===== config.mk =====
export PLATFORM = sky130hd
export DESIGN_NAME = pipe_ctrl_regs
export DESIGN_NICKNAME = d
export VERILOG_FILES = /design/src/rtl/pipe_ctrl_pkg.sv /design/src/rtl/pipe_ctrl_stage.sv /design/src/rtl/pipe_ctrl_regs.sv
export SDC_FILE = /design/constraint.sdc
export NUM_CORES = 1
export LEC_CHECK = 0
export BUFFER_PORTS_ARGS = -buffer_cell sky130_fd_sc_hd__buf_2
export CAP_MARGIN = 25
export CORE_UTILIZATION = 40
export DETAILED_ROUTE_END_ITERATION = 6
export HOLD_SLACK_MARGIN = 0.03
export PLACE_DENSITY = 0.68
export SKIP_CTS_REPAIR_TIMING = 1
export SYNTH_ARGS = -nofsm -noshare
export SYNTH_HDL_FRONTEND = slang
export SYNTH_SLANG_ARGS = --single-unit

===== constraint.sdc =====
create_clock -name clock -period 4.86 [get_ports clock]
set_clock_uncertainty 0.2 [all_clocks]
set_input_delay 0.486 -clock clock [delete_from_list [all_inputs] [get_ports clock]]
set_output_delay 0.486 -clock clock [all_outputs]
set_load 0.005 [all_outputs]

===== src/rtl/pipe_ctrl_pkg.sv =====
// Shared opcode constants and stage record layout for the
// ID/EX, EX/MEM and MEM/WB control registers.
package pipe_ctrl_pkg;

  localparam int OPW   = 6;
  localparam int FUNCW = 6;
  localparam int REGW  = 5;
  localparam int CNTW  = 16;

  localparam logic [OPW-1:0] OP_RTYPE = 6'h00;
  localparam logic [OPW-1:0] OP_J     = 6'h02;
  localparam logic [OPW-1:0] OP_JAL   = 6'h03;
  localparam logic [OPW-1:0] OP_BEQ   = 6'h04;
  localparam logic [OPW-1:0] OP_BNE   = 6'h05;
  localparam logic [OPW-1:0] OP_LW    = 6'h23;
  localparam logic [OPW-1:0] OP_SW    = 6'h2B;

  typedef struct packed {
    logic             valid;
    logic [OPW-1:0]   opcode;
    logic [FUNCW-1:0] func;
    logic [REGW-1:0]  rt;
  } stage_t;

  localparam stage_t BUBBLE = '0;

endpackage


===== src/rtl/pipe_ctrl_stage.sv =====
// One pipeline control register; a bubble is all-zero,
// so reset and squash load the same value.
module pipe_ctrl_stage #(
  parameter int W = 18
) (
  input  logic         clock,
  input  logic         reset_n,
  input  logic         hold,
  input  logic         clear,
  input  logic [W-1:0] d,
  output logic [W-1:0] q
);

  always_ff @(posedge clock or negedge reset_n) begin
    if (!reset_n) begin
      q <= '0;
    end else if (hold) begin
      q <= q;
    end else if (clear) begin
      q <= '0;
    end else begin
      q <= d;
    end
  end

endmodule


===== src/rtl/pipe_ctrl_regs.sv =====
// Carries ID opcode/func down to WB, detects load-use hazards
// and MEM-resolved redirects, and counts stall/flush cycles.
module pipe_ctrl_regs
  import pipe_ctrl_pkg::*;
#(
  parameter int              OPW         = pipe_ctrl_pkg::OPW,
  parameter int              FUNCW       = pipe_ctrl_pkg::FUNCW,
  parameter int              REGW        = pipe_ctrl_pkg::REGW,
  parameter int              CNTW        = pipe_ctrl_pkg::CNTW,
  parameter logic [OPW-1:0]  LOAD_OPCODE = OP_LW
) (
  input  logic             clock,
  input  logic             reset_n,
  input  logic             hold,
  input  logic             id_valid,
  input  logic [OPW-1:0]   id_opcode,
  input  logic [FUNCW-1:0] id_func,
  input  logic [REGW-1:0]  id_rs,
  input  logic [REGW-1:0]  id_rt,
  input  logic [1:0]       pcSrc,
  output logic [OPW-1:0]   ex_opcode,
  output logic [FUNCW-1:0] ex_func,
  output logic [OPW-1:0]   mem_opcode,
  output logic [FUNCW-1:0] mem_func,
  output logic [OPW-1:0]   rb_opcode,
  output logic             rb_valid,
  output logic             stall,
  output logic             flush,
  output logic [CNTW-1:0]  stall_count,
  output logic [CNTW-1:0]  flush_count
);

  localparam int EXW  = 1 + OPW + FUNCW + REGW;
  localparam int MEMW = 1 + OPW + FUNCW;
  localparam int WBW  = 1 + OPW;

  logic [EXW-1:0]  ex_q;
  logic [MEMW-1:0] mem_q;
  logic [WBW-1:0]  wb_q;
  logic            ex_valid;
  logic [REGW-1:0] ex_rt;
  logic            ldhaz;

  assign ex_valid   = ex_q[EXW-1];
  assign ex_opcode  = ex_q[EXW-2 -: OPW];
  assign ex_func    = ex_q[REGW +: FUNCW];
  assign ex_rt      = ex_q[REGW-1:0];
  assign mem_opcode = mem_q[MEMW-2 -: OPW];
  assign mem_func   = mem_q[FUNCW-1:0];
  assign rb_valid   = wb_q[WBW-1];
  assign rb_opcode  = wb_q[OPW-1:0];

  assign ldhaz = ex_valid & (ex_opcode == LOAD_OPCODE) & id_valid
               & (ex_rt != '0)
               & ((ex_rt == id_rs) | (ex_rt == id_rt));

  // Flush wins: the load sitting in EX is squashed anyway.
  assign flush = ~hold & (pcSrc != 2'b00);
  assign stall = ~hold & ~flush & ldhaz;

  pipe_ctrl_stage #(.W(EXW)) u_id_ex (
    .clock   (clock),
    .reset_n (reset_n),
    .hold    (hold),
    .clear   (flush | stall | ~id_valid),
    .d       ({id_valid, id_opcode, id_func, id_rt}),
    .q       (ex_q)
  );

  pipe_ctrl_stage #(.W(MEMW)) u_ex_mem (
    .clock   (clock),
    .reset_n (reset_n),
    .hold    (hold),
    .clear   (flush),
    .d       (ex_q[EXW-1:REGW]),
    .q       (mem_q)
  );

  pipe_ctrl_stage #(.W(WBW)) u_mem_wb (
    .clock   (clock),
    .reset_n (reset_n),
    .hold    (hold),
    .clear   (1'b0),
    .d       (mem_q[MEMW-1:FUNCW]),
    .q       (wb_q)
  );

  always_ff @(posedge clock or negedge reset_n) begin
    if (!reset_n) begin
      stall_count <= '0;
      flush_count <= '0;
    end else begin
      if (stall && (stall_count != '1))
        stall_count <= stall_count + 1'b1;
      if (flush && (flush_count != '1))
        flush_count <= flush_count + 1'b1;
    end
  end

endmodule


==> results of run 1 <==
per-stage QoR:
stage / hold slack, ns / util (%)
2_1_floorplan: -0.00959 / -
3_3_place_gp: 0.271 / 45.8
3_5_place_dp: 0.284 / 45.8
4_1_cts: 0.0418 / 48.6
5_1_grt: 0.0727 / 48.6
6_report: 0.0185 / 48.6
state kept, by name, summed over array words and instances, names as in the netlist:
| name | count |
|---|---|
| u_id_ex.q | 18 |
| flush_count | 16 |
| stall_count | 16 |
| u_ex_mem.q | 13 |
| u_mem_wb.q | 7 |
cell type report:
| class | count | area, sq um | share of cell area, % |
|---|---|---|---|
| Clock buffer | 9 | 124 | 3.10 |
| Timing Repair Buffer | 93 | 468 | 11.7 |
| Clock inverter | 7 | 105 | 2.63 |
| Tap cell | 105 | 131 | 3.29 |
| Inverter | 1 | 3.75 | 0.0940 |
| Multi-Input combinational cell | 180 | 1410 | 35.3 |
| Sequential cell | 70 | 1750 | 43.9 |
cell usage after synthesis (2+ instances only):
master    count
dfrtp_1      70
a22o_1       29
buf_4        24
nand2_1      24
xnor2_1      23
nand3_1      17
xor2_1       13
nor2_1       10
nor4_2        9
mux2_2        8
nand4_1       7
nor3_1        6
clkbuf_1      4
and3_1        3
mux2_1        3
and4_1        2
buf_2         2
buf_6         2
ha_1          2
nand2b_1      2
routing by layer:
| layer | global-route usage, % | routed length [um] | vias to the layer above |
|---|---|---|---|
| met2 | 24.5 | 3130 | 75 |
| met5 | 0 | 0 | - |
| met1 | 22.2 | 3110 | 1195 |
| met4 | 7.44 | 116 | 0 |
| li1 | - | - | 1137 |
| met3 | 3.88 | 383 | 8 |
power groups by stage:
stage	Sequential, mW	Combinational, mW	Clock, mW
after detailed placement	0.672	0.152	0
after floorplan	0.667	0.0850	0
after global placement	0.670	0.148	0
final	0.660	0.148	0.528
after CTS	0.661	0.152	0.543
after global routing	0.668	0.169	0.572
cells by family after synthesis:
kind of cell,after synthesis,synth area share (%)
flops,70,51.5
compound gates,41,10.9
mux,12,4.09
fa+ha+maj,2,0.736
buf+inv,34,7.07
xor+xnor,36,9.27
simple gates,89,16.5
worst reg2reg max path, cell delays in order, from the launching register on:
cell and delay [ns]:
dfrtp_1 0.43, nand4b_1 0.23, nor4b_4 0.40, nand4_4 0.26
nor3_1 0.28, mux2_1 0.35
worst max path at each step:
stage                                        endpoint  cells after the start
final                                           stall                      5
after global routing                            stall                      5
after CTS                                       stall                      5
after detailed placement   stall_count[1]$_DFFE_PN0P_                      6
after global placement     stall_count[1]$_DFFE_PN0P_                      6
after floorplan           stall_count[14]$_DFFE_PN0P_                      6
==> qor.yml, run 1 <==
reg2reg_to: "stall_count[14]$_DFFE_PN0P_"
rows: 33
path_delay_family: "simple AND/OR/NAND/NOR gates"
track_usage_pct: 16.3
synth-seq-cells: 70
slew_viol_final: 0
syn_inst: 284
drt_first_pass_iters: 4
pwr-share-seq_pct: 49.4
layout_common_cells: "92 x buf_2, 70 x dfrtp_1, 29 x a22o_1"
synthArstFlopShare_pct: 100
outcome: "complete, no violations"
yosysTopAreaCell: "dfrtp_1"
start_util_pct: 41.4
crit_fanout: 40
postRouteAntennaNets: 0
worstPathArrival_ns: 2.05
antennaDiodeCount: 0
relSlewSlack_pct: 47.7
start_kind: "primary input"
grt_pass1_wl_um: 11200
final-hold-violation-count: 0
die_w_um: 94.2
ioPinCount: 93
postSynthAreaPerCell_sq_um: 12.0
switching_share_pct: 26.2
die_area_sq_mm: 0.00887
r2r_setup_slack_ns: 2.58
switching_power_mw: 0.350
fin_setup_tns_ns: 0
cellPowerDensity_mw_per_mm2: 335
grt_max_degree: 41
internal_power_mw: 0.986
grt_pass1_vias: 2282
htree_levels: 3
syn_to_final_growth_pct: 17.4
critPathKind: "primary input to primary output"
synth_nets: 314
max_stage_delay_ns: 0.64
clockBufferDepth: 2
synth_top_area_share_pct: 51.5
p_leak_nw: 2.00
finalWorstSetupSlack_ns: 2.12
fmax_mhz: 365
clkLatencyLatePin_ns: 0.34
maxCapViolCount: 0
pwr-share-clk_pct: 39.5
finalPower_mw: 1.34
dp_slack_ns: 1.94
place_area_sq_mm: 0.00376
drc_errors: 0
yosysUniqueCellTypes: 44
worst_slew_pin_slew_ns: 0.784
first_iter_violations: 79
hp-class: "primary input to async pin"
die_h_um: 94.2
layout_min_cycle_time_ns: 2.74
dp_cells: 449
syn_area_sq_mm: 0.00340
routed_wl_um: 6740
cts_tree: "done"
yosysSeqAreaShare_pct: 51.5
worst_ep_required_time_ns: 4.17
end_kind: "primary output"
layout_commonest_cell: "buf_2"
finalCritPeriodShare_pct: 56.3
final_nets: 385
rsz0062_at_grt: "false"
p_comb_share_pct: 11.0
reg2reg_from: "u_id_ex.q[15]$_DFFE_PN0N_"
antenna_found_initial: 0
synthTopCellsByArea: "dfrtp_1 52%, a22o_1 7.5%, xnor2_1 5.9%, buf_4 5.3%, xor2_1 3.3%"
dp_hpwl_um: 4840
synth_flop_cell: "dfrtp_1"
nFillCells: 749
cts_num_sinks: 70
numCtsBuffers: 9
slowest_stage: "nor3_4"
reg2reg_depth: 5
synth_edf_count: 0
drive_gt1_share_pct: 38.1
root_buffer: "clkbuf_8"
yosysWarnings: 0
setup_viol: 0
vias: 2415
cp_num_buf_inv: 2
port_buffers: 92
timing.critical_path.from: "hold"
ir_drop_v: 0.000212
cp_cell_sequence: "buf_2 -> nor3_4 -> nand4_1 -> nor2_1 -> buf_2"
routed_via_density: 5.19
overflow: 0
core_area_sq_mm: 0.00822
gp_congestion: 0.788
instances_no_fill: 465
path_common_cell: "buf_2"
fin_area_sq_mm: 0.00399
wl_per_cell_um: 14.5
clk_pin_slew_ns: 0.08
Note: power is estimated with default switching activity, not from simulation.
==> inputs of run 2 (changes only) <==
--- a/config.mk
+++ b/config.mk
@@ -10,7 +10,7 @@
 export CORE_UTILIZATION = 40
 export DETAILED_ROUTE_END_ITERATION = 6
 export HOLD_SLACK_MARGIN = 0.03
-export PLACE_DENSITY = 0.68
+export PLACE_DENSITY = 0.7
 export SKIP_CTS_REPAIR_TIMING = 1
 export SYNTH_ARGS = -nofsm -noshare
 export SYNTH_HDL_FRONTEND = slang
==> constraint.sdc (replaced) <==
create_clock -name clock -period 2.3 [get_ports clock]
set_clock_uncertainty 0.2 [all_clocks]
set_input_delay 0.23 -clock clock [delete_from_list [all_inputs] [get_ports clock]]
set_output_delay 0.23 -clock clock [all_outputs]
set_load 0.005 [all_outputs]
==> run 2 against run 1 <==
Net effect:
- register-to-register slack got worse by 2.4 ns
- utilization increased by 3.6 points
- global-route usage increased by 0.67 points
- combinational power increased by 140%
- sequential power increased by 110%
- worst hold slack improved by 0.12 ns
- critical path type is now flip-flop to primary output
- largest power group unchanged
==> qor.yml, run 2 (synthesis gave the netlist of run 1 again) <==
end_kind: "primary output"
rsz0062_at_grt: "true"
final_nets: 414  # +7.5%
finalPower_mw: 2.88  # +120%
met2_usage_pct: 26.3  # +1.8 points
antenna_found_initial: 0  # unchanged
max_stage_delay_ns: 0.44  # -0.20 ns
routed_via_density: 5.05  # -2.8%
start_kind: "flip-flop"
grt_pass1_wl_um: 11500  # +2.7%
wl_per_cell_um: 14.7  # +1.4%
die_w_um: 94.2  # unchanged
use_met3_pct: 4.29  # +0.40 points
largest_reg_flops: 18  # unchanged
drive_gt1_share_pct: 38.0  # about the same
dp_hpwl_um: 5220  # +7.8%
fin_area_sq_mm: 0.00429  # +7.4%
fin_setup_tns_ns: 0  # unchanged
nFillCells: 754  # +0.67%
start_util_pct: 41.4  # unchanged
layout_min_cycle_time_ns: 2.20
critPathKind: "flip-flop to primary output"
grt_pass1_vias: 2331  # +2.1%
hp-class: "primary input to flip-flop"
cts_tree: "done"
dp_slack_ns: 0.146  # -1.80 ns
root_buffer: "clkbuf_8"
clockBufferDepth: 2  # unchanged
cp_num_buf_inv: 1  # -1
finalCritPeriodShare_pct: 95.8
worst_ep_required_time_ns: 1.87  # -2.30 ns
die_area_sq_mm: 0.00887  # unchanged
vias: 2494  # +3.3%
die_h_um: 94.2  # unchanged
place_area_sq_mm: 0.00383  # +1.9%
outcome: "complete, no violations"
overflow: 0  # unchanged
cp_cell_sequence: "xnor2_1 -> nand3_2 -> o22a_4 -> nor2_1 -> buf_2"
fmax_mhz: 454
ioPinCount: 93  # unchanged
path_delay_family: "flip-flops"
htree_levels: 3  # unchanged
reg.largest.list: "u_id_ex.q: 18 flops, flush_count: 16 flops, stall_count: 16 flops"
finalWorstSetupSlack_ns: 0.0967  # -2.03 ns
postRouteAntennaNets: 0  # unchanged
rows: 33  # unchanged
ir_drop_v: 0.000330  # +56%
maxCapViolCount: 0  # unchanged
first_iter_violations: 62  # -22%
p_leak_nw: 2.15  # +7.1%
use_met1_pct: 22.6  # +0.34 points
instances_no_fill: 494  # +6.2%
core_area_sq_mm: 0.00822  # unchanged
slowest_stage: "dfrtp_1"
track_usage_pct: 17.0  # +0.67 points
largest-register: "u_id_ex.q"
crit_fanout: 8  # -80%
syn_to_final_growth_pct: 26.1
final-hold-violation-count: 0  # unchanged
setup_viol: 0  # unchanged
fin_util_pct: 52.2  # +3.6 points
routed_wl_um: 7250  # +7.7%
worst_slew_pin_slew_ns: 0.598  # -0.186 ns
numCtsBuffers: 9  # unchanged
antennaDiodeCount: 0  # unchanged
gp_congestion: 0.787  # -0.13%
grt_max_degree: 38  # -7.3%
layout_common_cells: "92 x buf_2, 70 x dfrtp_1, 29 x a22o_1"
hold_ws_ns: 0.139  # +0.121 ns
dp_cells: 457  # +1.8%
port_buffers: 92  # unchanged
grt-busiest-layer: "met2"
drt_first_pass_iters: 4  # unchanged
worstPathArrival_ns: 1.77  # -0.28 ns
cts_num_sinks: 70  # unchanged
clkLatencyLatePin_ns: 0.33  # about the same
slew_viol_final: 0  # unchanged
cellPowerDensity_mw_per_mm2: 673  # +100%
relSlewSlack_pct: 60.1  # +12 points
layout_commonest_cell: "buf_2"
drc_errors: 0  # unchanged
clk_pin_slew_ns: 0.07  # about the same
-- run 2: final cells by class --
class | count | area (sq um) | share of cell area [%]
clock buffer | 13 | 169 | 3.94
clock inverter | 3 | 65.1 | 1.52
inverter | 1 | 3.75 | 0.0875
multi-input combinational | 180 | 1420 | 33.1
sequential | 70 | 1750 | 40.9
tap | 105 | 131 | 3.06
timing repair buffer | 122 | 746 | 17.4
-- run 2: worst paths after layout --
path                                                  start                          end  slack (ns)  cells after the start
worst max-delay path               u_id_ex.q[4]$_DFFE_PN0N_                        stall         0.1                      5
worst min-delay path                               id_valid   stall_count[4]$_DFFE_PN0P_        0.14                      4
worst max register to register    u_id_ex.q[15]$_DFFE_PN0N_   stall_count[1]$_DFFE_PN0P_        0.20                      5
worst min register to register  stall_count[11]$_DFFE_PN0P_  stall_count[11]$_DFFE_PN0P_        0.29                      1
max in group asynchronous                           reset_n    u_id_ex.q[15]$_DFFE_PN0N_        1.05                      3
min in group asynchronous                           reset_n     u_id_ex.q[1]$_DFFE_PN0N_        0.23                      2
-- run 2: power by group --
group | total [mW] | leakage, nW | switching, mW | internal (mW)
combinational | 0.357 | 1.07 | 0.171 | 0.186
sequential | 1.40 | 0.960 | 0.0918 | 1.31
clock | 1.13 | 0.120 | 0.432 | 0.699
total | 2.88 | 2.15 | 0.694 | 2.19
-- run 2: routing by layer --
layer / routed length [um] / vias to the layer above
met1: 3380 / 1222
met4: 78 / 0
met3: 350 / 8
li1: - / 1198
met2: 3450 / 66
met5: 0 / -
-- run 2: worst reg2reg max path, stage by stage (launching register included) --
cell,delay [ns]
dfrtp_1,0.39
nand4b_1,0.23
nor4b_4,0.33
and3b_1,0.38
nand3_2,0.15
mux2_4,0.31
